$ cat src/rtl/userinput_multi.sv
// N-channel key conditioner: per channel a 2-flop synchroniser, a debounce filter and
// an edge / auto-repeat pulse generator, producing a debounced level and 1-cycle pulses.
module userinput_multi #(
    parameter int N               = 4,
    parameter int DEBOUNCE_CYCLES = 4,
    parameter int REPEAT_DELAY    = 8,
    parameter int REPEAT_PERIOD   = 4
) (
    input  logic         clock,
    input  logic         reset,
    input  logic [N-1:0] key,
    input  logic [1:0]   mode,
    output logic [N-1:0] level,
    output logic [N-1:0] out
);

    localparam int DW   = $clog2(DEBOUNCE_CYCLES);
    localparam int RMAX = (REPEAT_DELAY > REPEAT_PERIOD) ? REPEAT_DELAY : REPEAT_PERIOD;
    localparam int RW   = $clog2(RMAX + 1);

    localparam logic [DW-1:0] DB_LAST     = DW'(DEBOUNCE_CYCLES - 1);
    localparam logic [RW-1:0] DELAY_LAST  = RW'(REPEAT_DELAY - 1);
    localparam logic [RW-1:0] PERIOD_LAST = RW'(REPEAT_PERIOD - 1);

    localparam logic [1:0] IDLE   = 2'd0;
    localparam logic [1:0] HELD   = 2'd1;
    localparam logic [1:0] REPEAT = 2'd2;

    localparam logic [1:0] MODE_PRESS   = 2'b00;
    localparam logic [1:0] MODE_RELEASE = 2'b01;
    localparam logic [1:0] MODE_BOTH    = 2'b10;
    localparam logic [1:0] MODE_REPEAT  = 2'b11;

    logic w_modeRepeat;
    logic w_modeRise;
    logic w_modeFall;

    // Mode is decoded once and shared by every channel; it is never latched.
    assign w_modeRepeat = (mode == MODE_REPEAT);
    assign w_modeRise   = (mode != MODE_RELEASE);
    assign w_modeFall   = (mode == MODE_RELEASE) || (mode == MODE_BOTH);

    for (genvar i = 0; i < N; i++) begin : g_chan
        logic          r_sync1;
        logic          r_sync2;
        logic          r_level;
        logic          r_out;
        logic [DW-1:0] r_dbCnt;
        logic [1:0]    r_state;
        logic [RW-1:0] r_repCnt;

        logic          w_mismatch;
        logic          w_flip;
        logic          w_rise;
        logic          w_fall;
        logic [1:0]    w_nextState;
        logic [RW-1:0] w_nextRepCnt;
        logic          w_repPulse;
        logic          w_pulse;

        always_ff @(posedge clock or negedge reset) begin
            if (!reset) begin
                r_sync1 <= 1'b0;
                r_sync2 <= 1'b0;
            end else begin
                r_sync1 <= key[i];
                r_sync2 <= r_sync1;
            end
        end

        // Rise/fall are the cycles in which the debounced level is about to flip,
        // so the pulse register lands in the same cycle as the new level.
        assign w_mismatch = (r_sync2 != r_level);
        assign w_flip     = w_mismatch && (r_dbCnt == DB_LAST);
        assign w_rise     = w_flip && r_sync2;
        assign w_fall     = w_flip && !r_sync2;

        always_ff @(posedge clock or negedge reset) begin
            if (!reset) begin
                r_dbCnt <= '0;
                r_level <= 1'b0;
            end else if (!w_mismatch) begin
                r_dbCnt <= '0;
            end else if (r_dbCnt == DB_LAST) begin
                r_level <= r_sync2;
                r_dbCnt <= '0;
            end else begin
                r_dbCnt <= r_dbCnt + DW'(1);
            end
        end

        // Leaving repeat mode or releasing the key always drops back to IDLE, so
        // re-entering mode 11 with the key still down waits for a fresh press.
        always_comb begin
            w_nextState  = r_state;
            w_nextRepCnt = r_repCnt;
            w_repPulse   = 1'b0;
            if (!w_modeRepeat || w_fall) begin
                w_nextState  = IDLE;
                w_nextRepCnt = '0;
            end else begin
                case (r_state)
                    IDLE: begin
                        if (w_rise) begin
                            w_nextState  = HELD;
                            w_nextRepCnt = '0;
                        end
                    end
                    HELD: begin
                        if (r_repCnt == DELAY_LAST) begin
                            w_repPulse   = 1'b1;
                            w_nextState  = REPEAT;
                            w_nextRepCnt = '0;
                        end else begin
                            w_nextRepCnt = r_repCnt + RW'(1);
                        end
                    end
                    REPEAT: begin
                        if (r_repCnt == PERIOD_LAST) begin
                            w_repPulse   = 1'b1;
                            w_nextRepCnt = '0;
                        end else begin
                            w_nextRepCnt = r_repCnt + RW'(1);
                        end
                    end
                    default: begin
                        w_nextState  = IDLE;
                        w_nextRepCnt = '0;
                    end
                endcase
            end
        end

        assign w_pulse = (w_rise && w_modeRise) || (w_fall && w_modeFall) || w_repPulse;

        always_ff @(posedge clock or negedge reset) begin
            if (!reset) begin
                r_state  <= IDLE;
                r_repCnt <= '0;
                r_out    <= 1'b0;
            end else begin
                r_state  <= w_nextState;
                r_repCnt <= w_nextRepCnt;
                r_out    <= w_pulse;
            end
        end

        assign level[i] = r_level;
        assign out[i]   = r_out;
    end

endmodule

$ cat config.mk
export PLATFORM = sky130hd
export DESIGN_NAME = userinput_multi
export DESIGN_NICKNAME = d
export VERILOG_FILES = /design/src/rtl/userinput_multi.sv
export SDC_FILE = /design/constraint.sdc
export NUM_CORES = 1
export LEC_CHECK = 0
export ABC_AREA = 0
export CAP_MARGIN = 20
export CORE_UTILIZATION = 45
export DETAILED_ROUTE_END_ITERATION = 12
export SLEW_MARGIN = 20
export SYNTH_ARGS = -nofsm -noshare
export SYNTH_HDL_FRONTEND = slang
export SYNTH_SLANG_ARGS = --single-unit
$ cat constraint.sdc
create_clock -name clock -period 4.1 [get_ports clock]
set_input_delay 0.82 -clock clock [delete_from_list [all_inputs] [get_ports clock]]
set_output_delay 0.82 -clock clock [all_outputs]
set_load 0.005 [all_outputs]
==> results.json <==
{
  "synth_flop_cell": "dfrtp_1",
  "p_seq_share_pct": 46.5,
  "top_layer": "met4",
  "hold_path_class": "reg -> reg",
  "syn_inst": 249,
  "postSynthAreaPerCell_um2": 10.8,
  "p_switching_mw": 0.371,
  "io_buffer_count": 15,
  "vias_per_std_cell": 5.53,
  "setup_tns_ns": 0,
  "timing.max_slew.rel_slack_pct": 60.5,
  "post_synth_main_area_contributors": "dfrtp_1 45%, ha_1 12%, nor3b_1 3.6%",
  "htree_num_levels": 2,
  "seq_area_frac_synth_pct": 44.6,
  "die_height_um": 79.4,
  "cts_resized": 0,
  "post_route_cells_drive_above_1_share_pct": 11.2,
  "antenna_left": 0,
  "cts.clk_slew.worst_paths_ns": 0.09,
  "route.vias.total": 1836,
  "postRouteWirelength_mm": 4.58,
  "globalRoute.totalOverflow": 0,
  "finalCritPeriodShare_pct": 66.5,
  "cts_root_buffer": "clkbuf_8",
  "antenna_cells_inserted": 0,
  "wl_met3_um": 129,
  "largest_net_degree_at_the_start_of_global_routing": 49,
  "skew_ns": 0.00256,
  "max-clock-path-buffers": 2,
  "floorplan.rows": 27,
  "core_region_area_mm2": 0.00564,
  "synth-async-reset-ratio_pct": 100,
  "netlist-cell-type-count": 45,
  "synth_seq_cells": 48,
  "finalHoldViolations": 0,
  "maxSlewViolCount": 0,
  "clock.fmax_ghz": 0.367,
  "timing.final.setup_violations": 0,
  "clock_sinks": 48,
  "cts_setup_buffers": 0,
  "cell_internal_pwr_mw": 0.922,
  "powerDensity_mw_per_mm2": 434,
  "clk_pwr_share_pct": 29.0,
  "multi_input_comb_area_mm2": 0.00136,
  "area_growth_syn_to_layout_pct": 10.6,
  "r2r_end": "g_chan[2].r_repCnt[0]",
  "netlist_area_mm2": 0.00270,
  "initial_utilization_pct": 47.8,
  "postSynthNetCount": 283,
  "wl_met1_mm": 2.30,
  "crit_slowest_cell": "or4b_4",
  "worst_ep_arrival_time_ns": 2.97,
  "filler_cells": 493,
  "maxCapViolCount": 0,
  "final_critical_path_time_including_i_o_delays_and_setup_ns": 2.73,
  "total_cts_buffers": 5,
  "endpoint_kind": "register",
  "drc_errors": 0,
  "worst_ep_required_time_ns": 4.34,
  "cpPeakStageDelay_ns": 0.58,
  "total_length_of_routed_met2_wires_mm": 2.08,
  "post_cts_hold_buffer_count": 0,
  "ff_latch_area_mm2": 0.00120,
  "drt-initial-drc-count": 69,
  "detail_route.first_pass.iterations": 4,
  "num-nets-final": 293,
  "path_max_fanout": 17,
  "hold-path-endpoint": "g_chan[2].r_sync2",
  "antenna_found_initial": 0,
  "globalplace.congestion": 0.745,
  "switching_share_pct": 28.7,
  "grt_first_pass_wirelength_mm": 8.18,
  "global_route.usage.total_pct": 16.6,
  "tritoncts_clock_tree": "yes",
  "p_leak_nw": 1.33,
  "grt_pass1_vias": 1837,
  "timing.reg2reg.setup_slack_ns": 2.18,
  "ff2ff_path_depth": 6,
  "min_path_cells": 0,
  "combPwrFrac_pct": 24.5,
  "yosysWarningCount": 0,
  "clk-insertion-delay-late_ns": 0.30,
  "routedWlPerCell_um": 13.8,
  "hold_start": "g_chan[2].r_sync1",
  "r2r_startpoint": "g_chan[2].r_state[0]",
  "outcome": "finished, final reports clean",
  "synth.top_cell.area_share_pct": 44.6,
  "timing.hold.ws_ns": 0.354,
  "timing_worst_setup_path_type": "in -> reg",
  "ios": 16,
  "rsz0062_at_grt": "no",
  "critical_path.cell_chain": "clkdlybuf4s50_1, ha_1, nand2_1, or4b_4, nor3_1, mux2_2",
  "floorplan.die.width_um": 79.4,
  "detailed_place_hpwl_mm": 3.23,
  "worst-slew-pin-transition_ns": 0.592,
  "setup.worst_path.start_class": "primary input",
  "synth.largest_area_cell": "dfrtp_1",
  "worst_ir_drop_vdd_v": 0.000287,
  "synth_edf_count": 0,
  "die_area_mm2": 0.00630
}
==> critical path, delay by kind of cell <==
| family | cells | cell delay (ns) |
|---|---|---|
| adders and majority gates | 1 | 0.51 |
| buffers and inverters | 1 | 0.49 |
| and+or+nand+nor | 3 | 0.92 |
| muxes | 1 | 0.21 |
==> how the worst max path moves through the flow <==
stage | to | from | cells after the start
after floorplan | g_chan[2].r_repCnt[3] | mode[0] | 6
after global placement | g_chan[1].r_repCnt[3] | mode[0] | 6
after detailed placement | g_chan[2].r_repCnt[0] | mode[0] | 6
after CTS | g_chan[2].r_repCnt[0] | mode[0] | 6
after global routing | g_chan[2].r_repCnt[3] | mode[0] | 6
final | g_chan[2].r_repCnt[0] | mode[0] | 6
==> state kept, by name, summed over array words and instances (netlist names) <==
signal and flops:
g_chan.r_repCnt 16, g_chan.r_out 4, g_chan.r_sync2 4, g_chan.r_sync1 4, g_chan.r_dbCnt 8, g_chan.r_state 8
g_chan.r_level 4
==> power by group through the flow <==
| stage | sequential [mW] | combinational [mW] | clock, mW |
|---|---|---|---|
| finish | 0.601 | 0.317 | 0.375 |
| global route | 0.612 | 0.366 | 0.406 |
| CTS | 0.602 | 0.322 | 0.387 |
| detailed placement | 0.610 | 0.318 | 0 |
| global placement | 0.608 | 0.316 | 0 |
| floorplan | 0.595 | 0.248 | 0 |
==> final cells by class <==
cell class,instances,share of cell area (%)
repair buffers,15,4.95
multi-input cells,173,45.5
inverters,16,2.02
flip-flops and latches,48,40.3
clock inverters,1,1.01
well taps,72,3.02
clock buffers,7,3.23
==> Yosys cell counts, types with 4 or more instances <==
master and instances:
nand3b_1 4, mux2_2 7, buf_4 9, o41ai_1 4
ha_1 26, and2_1 4, nand3_1 9, nand2_1 13
mux2i_1 4, nor4_1 4, nor4b_1 4, a22o_1 9
a21o_1 4, dfrtp_1 48, nor2_1 13, inv_1 16
nor3b_1 13, xor2_1 4, nor3_1 6, o21ai_0 8
==> per-layer routing <==
layer / track usage [%] / up-vias
met5: 0 / -
met4: 6.00 / 0
met3: 3.66 / 8
met2: 26.8 / 23
met1: 21.8 / 884
li1: - / 921
==> cells in the final DEF (no fill, tap or decap), types with 6 or more instances in the layout <==
master,count
nor3b_1,13
ha_1,26
mux2_2,7
nand3_1,9
a22o_1,9
nand2_1,13
nor2_1,13
o21ai_0,8
inv_1,16
nor3_1,6
clkdlybuf4s50_1,14
clkbuf_8,7
dfrtp_1,48
==> per-stage QoR <==
step	utilization, %	setup WS, ns	power (mW)	cell area [um2]	std cells
5_1_grt	52.8	1.20	1.38	2980	332
3_3_place_gp	50.5	1.13	0.924	2850	324
4_1_cts	52.8	1.38	1.31	2980	332
2_1_floorplan	-	2.00	0.843	2700	249
6_report	52.8	1.37	1.29	2980	332
3_5_place_dp	50.5	1.06	0.928	2850	324
==> cell families (layout without fill, tap and decap cells) <==
kind of cell	count (synthesis)	after routing	share of synthesized area [%]
simple gates	87	87	19.5
buf+inv	28	39	5.15
mux	11	11	4.41
compound gates	45	45	13.0
xor+xnor	4	4	1.30
fa+ha+maj	26	26	12.1
flops	48	48	44.6
No activity file was read; power rests on OpenSTA's default activity.
